`src/rtl/jpeg_zz_pkg.sv`:
```
// jpeg_zz_pkg
// Shared constants for the JPEG zigzag reorder path: block size, default
// coefficient width, the zigzag scan table and a lookup helper. The
// quantizer uses the same table to map a zigzag position k back to its
// raster address.
package jpeg_zz_pkg;

  localparam int BLK_SIZE = 64;
  localparam int COEF_W   = 12;

  // ZZ[k] = raster address (row*8 + col) of zigzag position k.
  localparam logic [5:0] ZZ [BLK_SIZE] = '{
    6'd0,  6'd1,  6'd8,  6'd16, 6'd9,  6'd2,  6'd3,  6'd10,
    6'd17, 6'd24, 6'd32, 6'd25, 6'd18, 6'd11, 6'd4,  6'd5,
    6'd12, 6'd19, 6'd26, 6'd33, 6'd40, 6'd48, 6'd41, 6'd34,
    6'd27, 6'd20, 6'd13, 6'd6,  6'd7,  6'd14, 6'd21, 6'd28,
    6'd35, 6'd42, 6'd49, 6'd56, 6'd57, 6'd50, 6'd43, 6'd36,
    6'd29, 6'd22, 6'd15, 6'd23, 6'd30, 6'd37, 6'd44, 6'd51,
    6'd58, 6'd59, 6'd52, 6'd45, 6'd38, 6'd31, 6'd39, 6'd46,
    6'd53, 6'd60, 6'd61, 6'd54, 6'd47, 6'd55, 6'd62, 6'd63
  };

  function automatic logic [5:0] zz_addr(input logic [5:0] k);
    return ZZ[k];
  endfunction

endpackage

```
`src/rtl/zz_bank_ram.sv`:
```
// zz_bank_ram
// Two 64-entry coefficient banks held in flops. One synchronous write port,
// one combinational read port. Contents are never reset; validity is tracked
// by the owner through its bank-full flags.
//   clk       : clock
//   we_i      : write enable
//   wbank_i   : bank selected for write
//   waddr_i   : raster address written
//   wdata_i   : coefficient written
//   rbank_i   : bank selected for read
//   raddr_i   : address read
//   rdata_o   : coefficient at (rbank_i, raddr_i)
module zz_bank_ram #(
  parameter int COEF_W = 12
) (
  input  logic              clk,
  input  logic              we_i,
  input  logic              wbank_i,
  input  logic [5:0]        waddr_i,
  input  logic [COEF_W-1:0] wdata_i,
  input  logic              rbank_i,
  input  logic [5:0]        raddr_i,
  output logic [COEF_W-1:0] rdata_o
);

  logic [COEF_W-1:0] mem_q [0:1][0:63];

  always_ff @(posedge clk) begin
    if (we_i) mem_q[wbank_i][waddr_i] <= wdata_i;
  end

  assign rdata_o = mem_q[rbank_i][raddr_i];

endmodule

```
`src/rtl/zigzag_reorder_buf.sv`:
```
// zigzag_reorder_buf
// Double-buffered 8x8 reorder stage: coefficients arrive in raster order and
// leave in JPEG zigzag order, one per clock when both sides keep moving.
// One bank fills while the other drains through a single output register.
//   clk       : clock (rising edge)
//   rst       : synchronous active-high reset
//   in_valid  / in_ready  / in_coef   : raster-order input handshake
//   out_valid / out_ready / out_coef  : zigzag-order output handshake
//   out_idx   : zigzag position of out_coef
//   out_last  : out_idx is the final position of the block
module zigzag_reorder_buf #(
  parameter int COEF_W = jpeg_zz_pkg::COEF_W
) (
  input  logic              clk,
  input  logic              rst,
  input  logic              in_valid,
  output logic              in_ready,
  input  logic [COEF_W-1:0] in_coef,
  output logic              out_valid,
  input  logic              out_ready,
  output logic [COEF_W-1:0] out_coef,
  output logic [5:0]        out_idx,
  output logic              out_last
);
  import jpeg_zz_pkg::*;

  localparam logic [5:0] LAST = 6'(BLK_SIZE - 1);

  logic [1:0]        full_q, full_d;
  logic              wbank_q, wbank_d;
  logic [5:0]        wcnt_q, wcnt_d;
  logic              rbank_q, rbank_d;
  logic [5:0]        rcnt_q, rcnt_d;
  logic              out_valid_q, out_valid_d;
  logic [COEF_W-1:0] out_coef_q, out_coef_d;
  logic [5:0]        out_idx_q, out_idx_d;

  logic              wr_fire;
  logic              load;
  logic [COEF_W-1:0] rd_coef;

  zz_bank_ram #(.COEF_W(COEF_W)) u_ram (
    .clk     (clk),
    .we_i    (wr_fire),
    .wbank_i (wbank_q),
    .waddr_i (wcnt_q),
    .wdata_i (in_coef),
    .rbank_i (rbank_q),
    .raddr_i (zz_addr(rcnt_q)),
    .rdata_o (rd_coef)
  );

  assign in_ready = !full_q[wbank_q];
  assign wr_fire  = in_valid && in_ready;
  // The output register refills in the same cycle it hands a word downstream.
  assign load     = full_q[rbank_q] && (!out_valid_q || out_ready);

  always_comb begin
    full_d      = full_q;
    wbank_d     = wbank_q;
    wcnt_d      = wcnt_q;
    rbank_d     = rbank_q;
    rcnt_d      = rcnt_q;
    out_valid_d = out_valid_q;
    out_coef_d  = out_coef_q;
    out_idx_d   = out_idx_q;

    if (wr_fire) begin
      wcnt_d = wcnt_q + 6'd1;
      if (wcnt_q == LAST) begin
        full_d[wbank_q] = 1'b1;
        wbank_d         = !wbank_q;
      end
    end

    if (out_valid_q && out_ready) out_valid_d = 1'b0;

    // Set above and clear here always target different banks, so both
    // updates to full_d survive.
    if (load) begin
      out_valid_d = 1'b1;
      out_coef_d  = rd_coef;
      out_idx_d   = rcnt_q;
      rcnt_d      = rcnt_q + 6'd1;
      if (rcnt_q == LAST) begin
        full_d[rbank_q] = 1'b0;
        rbank_d         = !rbank_q;
      end
    end
  end

  always_ff @(posedge clk) begin
    if (rst) begin
      full_q      <= 2'b00;
      wbank_q     <= 1'b0;
      wcnt_q      <= 6'd0;
      rbank_q     <= 1'b0;
      rcnt_q      <= 6'd0;
      out_valid_q <= 1'b0;
      out_coef_q  <= '0;
      out_idx_q   <= 6'd0;
    end else begin
      full_q      <= full_d;
      wbank_q     <= wbank_d;
      wcnt_q      <= wcnt_d;
      rbank_q     <= rbank_d;
      rcnt_q      <= rcnt_d;
      out_valid_q <= out_valid_d;
      out_coef_q  <= out_coef_d;
      out_idx_q   <= out_idx_d;
    end
  end

  assign out_valid = out_valid_q;
  assign out_coef  = out_coef_q;
  assign out_idx   = out_idx_q;
  assign out_last  = (out_idx_q == LAST);

endmodule
```
`config.mk`:
```
export PLATFORM = sky130hd
export DESIGN_NAME = zigzag_reorder_buf
export DESIGN_NICKNAME = d
export VERILOG_FILES = /design/src/rtl/jpeg_zz_pkg.sv /design/src/rtl/zz_bank_ram.sv /design/src/rtl/zigzag_reorder_buf.sv
export SDC_FILE = /design/constraint.sdc
export NUM_CORES = 2
export LEC_CHECK = 0
export BUFFER_PORTS_ARGS = -buffer_cell sky130_fd_sc_hd__buf_2
export CAP_MARGIN = 20
export CORE_AREA = 4 4 477 479
export DETAILED_ROUTE_END_ITERATION = 6
export DIE_AREA = 0 0 481 483
export SLEW_MARGIN = 15
export SYNTH_ARGS = -nofsm -noshare
export SYNTH_HDL_FRONTEND = slang
export SYNTH_SLANG_ARGS = --single-unit
```
`constraint.sdc`:
```
create_clock -name clk -period 5.2 [get_ports clk]
set_input_delay 0.26 -clock clk [delete_from_list [all_inputs] [get_ports clk]]
set_output_delay 0.26 -clock clk [all_outputs]
set_load 0.05 [all_outputs]
```
---- After elaboration in Yosys (flattened, before gate mapping) ----
Memories as Yosys holds them, arrays and structs flattened. A register that Yosys moved wholly into a read port is not among the register bits.
Index checks and enable logic that the tools add are counted.
word-level totals
  flip-flop bits (word level) ............. 35
  bits in writable memories ............... 1,536
  ROM bits ................................ 384
  input bits .............................. 16
  word-level logic and storage cells ...... 68
  memories ................................ 2
cells by class
  add/subtract/negate cells ............... 2
  order comparisons ....................... 8
  eq/ne operators ......................... 3
  multiplexer cells ....................... 25
  bitwise logic cells ..................... 6
  reduce and logical (&&, ||, !) cells .... 14
memories
  memory           depth  width  rd ports  clocked after memory_dff  write ports  RTL line           RTL
  u_ram.mem_q      2      768    1         1                         1            zz_bank_ram.sv:26  logic [COEF_W-1:0] mem_q [0:1][0:63];
  (no name shown)  64     6      1         0                         0            jpeg_zz_pkg.sv:24  return ZZ[k];
operator list
  operator               number
  $mux W768              1
  $bmux W12 S6           1
  $demux W12 S6          1
  $mux W12               3
  $ge A7 B7 Y1 const B   3
  $not A6 Y7             3
  $eq A6 B6 Y1 const B   3
  $add A6 B1 Y6 const B  2
  $mux W6                2
  $mux W1                11
  $mux W2                4
  $lt A7 B1 Y1 const B   1
  $logic_and A1 B1 Y1    6
  $logic_not A1 Y1       4
  $lt A1 B2 Y1 const B   2
  $reduce_and A2 Y1      2
  $and A2 B2 Y2          1
  $demux W1 S1           2
  $ge A1 B1 Y1 const B   2
  $not A2 Y2             1
  $or A2 B2 Y2           1
  $reduce_bool A2 Y1     1
  $logic_or A1 B1 Y1     1

---- Longest topological paths before layout ----
  depth in word-level cells ............... 10
  gate-level depth with buffers ........... 17

---- Cells and area by module ----
From an unflattened synthesis, not the netlist that was laid out.
second synthesis, totals
  cell total of the unflattened synthesis .. 2,626
  area, all modules ....................... 61,052.3 µm²
by module, submodules not included
  module              times used  cells each  area each (µm²)
  zz_bank_ram         1           2,351       58,914.0
  zigzag_reorder_buf  1           275         2,138.3

---- Worst setup path after synthesis ----
No wires, ideal clock.
  path type ............................... flip-flop to flip-flop
  start ................................... reg rcnt_q[0]
  end ..................................... reg out_coef_q[2], in the netlist out_coef[2]
  library setup time ...................... 122 ps
  data arrival time ....................... 3,595 ps
  required time ........................... 5,078 ps
  path slack .............................. 1,483 ps
  stages on the path, launching flop included .. 15
  path buffers ............................ 4
  cell sequence ........................... dfxtp_1 -> clkbuf_1 -> inv_1 -> ha_1 -> nor2b_4 -> a211o_1 -> a221o_1 -> and2_4 -> buf_6 -> buf_6 -> buf_6 -> mux4_2 -> a2111oi_2 -> nor4_1 -> o32a_1
between the ends
  cells in the longest elaborated chain, start to end .. 8
RTL lines
  what                                         RTL line                   RTL
  start, declared                              zigzag_reorder_buf.sv:33   logic [5:0] rcnt_q, rcnt_d;
  start signal, assigned                       zigzag_reorder_buf.sv:107  rcnt_q <= rcnt_d;
  $not A6 Y7 (not written as such)             jpeg_zz_pkg.sv:24
  $mem_v2 Z64 W6                               --
  $mux W6 (not written as such) (2 in a row)   jpeg_zz_pkg.sv:24
  $not A6 Y7 (not written as such)             zz_bank_ram.sv:32          assign rdata_o = mem_q[rbank_i][raddr_i];
  $bmux W12 S6                                 zz_bank_ram.sv:32
  $mux W12 (not written as such) (2 in a row)  zz_bank_ram.sv:32
  end signal, assigned                         zigzag_reorder_buf.sv:109  out_coef_q <= out_coef_d;
  end, declared                                zigzag_reorder_buf.sv:35   logic [COEF_W-1:0] out_coef_q, out_coef_d;
Every way passes these cells. The select of a mux whose other input is x is not followed.
A chain may end at the register's enable or synchronous reset.

---- Worst setup path in the final report ----
  start ................................... reg rcnt_q[3]
  end ..................................... reg out_coef_q[5], in the netlist out_coef[5]
Same word-level chain as after synthesis.

==> metrics.cfg <==
[flow_run]
maxCapViolCount = 0

[placement]
gp_congestion = 0.834
port-buffer-count = 36
hpwl_um = 103000
dp_slack_ns = 0.339

[min_path]
holdPathStages = 1
worstHoldStart = in_coef[9]
min_to = u_ram.mem_q[1][249]
hp-class = primary input to register

[sta]
slew_violations = 0
setup_violations = 0
worst_hold_slack_ns = 0.0328
timing.final.crit_share_pct = 95.2
fin_worst_skew_ns = 0.0372
clock.fmax_ghz = 0.202
setup_ws_ns = 0.251
hold_viol = 0
min_period_ns = 4.95
rsz0062_at_grt = no
tightestPinTransition_ns = 1.13
slew_headroom_pct = 24.7
tns_ns = 0

[synth]
synth_edf_count = 1536
netlist_instances = 4145
syn_nets = 4177
ys_async_sr_fraction_pct = 0
synth_top_area_share_pct = 74.2
ys_warn_count = 0
synth_cell_types = 56
syn_area_mm2 = 0.0622
ys_seq_elements = 1572
syn_area_per_cell_um2 = 15.0
ys_seq_area_share_pct = 75.4
synthTopCellsByArea = edfxtp_1, nand2_1, mux2i_1
ys.flop_type = edfxtp_1
synth_largest_area_cell = edfxtp_1

[die]
rows = 174
fp.dieW_um = 481
fp.dieArea_mm2 = 0.232
start_util_pct = 27.8
pin_count = 37
die_y_um = 483
core_mm2 = 0.224

[clocking]
numCtsBuffers = 161
ctsHtreeMaxLevel = 4
cts.clk_slew.worst_paths_ns = 0.06
cts-root-buf = clkbuf_16
postCtsSetupRepairBufs = 0
cts_tree = built
cts.sinks = 1572
cts_resized = 0
cts_hold_buf = 2
worstSkewPairLatency_ns = 0.81
clockBufferDepth = 3

[drt]
first_pass_iters = 7
routed-via-count = 37200
via_per_inst = 4.99
ant_nets = 0
initialDrtViolationCount = 4862
wl_per_cell_um = 22.9
wl_um = 171000
drc = 1

[finish]
regArea_mm2 = 0.0468
nets = 4362
area_growth_pct = 16.3
fill_cells = 21600
multi_input_area_mm2 = 0.0142
drive_gt1_share_pct = 13.9

[pwr]
combPwrFrac_pct = 1.2
clkPwrFrac_pct = 44.1
sequentialPowerShare_pct = 54.7
power_mw = 25.5
swShare_pct = 20.4
vdd_drop_max_uv = 326
switchingPower_mw = 5.19
p_per_area_mw_per_mm2 = 352
p_int_mw = 20.3
p_leak_nw = 22.6

[grt]
grt_start_max_net_pins = 112
grt_pass1_vias = 35400
antenna_found_initial = 10
track_usage_pct = 14.3
overflow = 0
grt_pass1_wl_um = 250000

[setup_path]
reg2reg_depth = 12
worstPathMaxFanout = 90
reg2reg_to = out_coef[5]
critPathCaptureType = register
arrival_ns = 5.68
crit_type = register to register
r2r_setup_slack_ns = 0.25
r2r_start = rcnt_q[3]
cp.required_ns = 5.93
start_kind = register

[status]
outcome = finished with violations
failed_checks = DRC

==> per-stage QoR <==
step | instance area [µm²] | utilization, % | std cells
after floorplan | 62200 | - | 4145
after global placement | 67000 | 30.0 | 7145
after detailed placement | 67100 | 30.0 | 7154
after CTS | 72300 | 32.3 | 7443
after global routing | 72300 | 32.3 | 7447
final | 72300 | 32.3 | 7452
==> per-layer routing <==
| metal | wire, µm | track usage (%) | vias up |
|---|---|---|---|
| met4 | 5060 | 4.53 | 4 |
| met5 | 26 | 0 | - |
| met3 | 13700 | 2.60 | 248 |
| met2 | 79900 | 22.3 | 1654 |
| li1 | - | - | 16200 |
| met1 | 72400 | 20.2 | 19000 |
==> cell type report <==
type | instances | area share (%)
Inverter | 9 | 0.0467
Multi-Input combinational cell | 2299 | 19.6
Tap cell | 2992 | 5.18
Antenna cell | 6 | 0.0208
Clock inverter | 69 | 1.10
Sequential cell | 1572 | 64.8
Timing Repair Buffer | 287 | 3.24
Clock buffer | 218 | 6.01
==> synth_stat cells, types with 13 or more instances <==
library cell	number
a211oi_1	39
a21oi_1	158
a311oi_1	38
a31oi_1	52
a32oi_1	24
and3_1	70
buf_1	21
buf_2	74
buf_6	14
clkbuf_1	147
dfxtp_1	36
edfxtp_1	1536
ha_1	16
mux2i_1	225
mux4_2	75
nand2_1	821
nand3_1	173
nand4_1	16
nand4b_1	13
nor2_1	216
nor3_1	21
nor4_1	50
o21ai_0	54
o22ai_1	83
o32a_1	24
==> power by group through the flow <==
stage / sequential (mW) / combinational [mW] / clock (mW)
2_1_floorplan: 14.2 / 0.0443 / 0
3_3_place_gp: 14.2 / 0.303 / 0
3_5_place_dp: 14.2 / 0.315 / 0
4_1_cts: 13.9 / 0.317 / 11.4
5_1_grt: 13.9 / 0.335 / 12.0
6_report: 13.9 / 0.312 / 11.2
==> state kept, by name, indices dropped and copies added, names as in the netlist, named ones only <==
name,cells
rbank_q,1
out_valid,1
wbank_q,1
out_idx,6
full_q,2
wcnt_q,6
out_coef,12
u_ram.mem_q,1536
rcnt_q,6
==> cells in the final DEF (no fill, tap or decap), drive strengths merged, types with 13 or more instances in the layout <==
cell type and instances:
nor4 50, clkbuf 218, clkinv 53, buf 285, a311oi 38, nand2 821, nand4b 13, dfxtp 36
nand3 173, mux2i 225, a31oi 52, a21oi 158, edfxtp 1536, nor3 21, ha 16, o32a 24
a32oi 24, o22ai 83, a211oi 39, nor2 216, nor2b 13, o21ai 54, and3 70, nand4 16
mux4 75
==> worst max-delay path, stage by stage, from the launching register on <==
cell      delay, ns
dfxtp_1        0.85
clkinv_1       0.48
a211o_1        0.37
a221o_1        0.42
buf_4          0.25
nand2_4        0.30
buf_12         0.41
buf_4          0.38
nand2_1        0.10
nand3_1        0.09
a21oi_1        0.11
nor4_1         0.84
o32a_1         0.24
==> cells by family after synthesis <==
family / share of synthesized area [%]
buf+inv: 2.03
compound gates: 5.90
simple gates: 9.87
xor+xnor: 0.155
fa+ha+maj: 0.322
mux: 6.36
flops: 75.4
==> worst max-delay path by stage <==
stage | from | to | slack, ns
finish | rcnt_q[3] | out_coef[5] | 0.25
global route | rcnt_q[1] | out_coef[10] | 0.01
CTS | rcnt_q[3] | out_coef[5] | 0.29
detailed placement | rcnt_q[3] | out_coef[5] | 0.34
global placement | rcnt_q[1] | out_coef[11] | 0.15
floorplan | rcnt_q[0] | out_coef[2] | 1.48
Note: power is estimated with default switching activity, not from simulation.
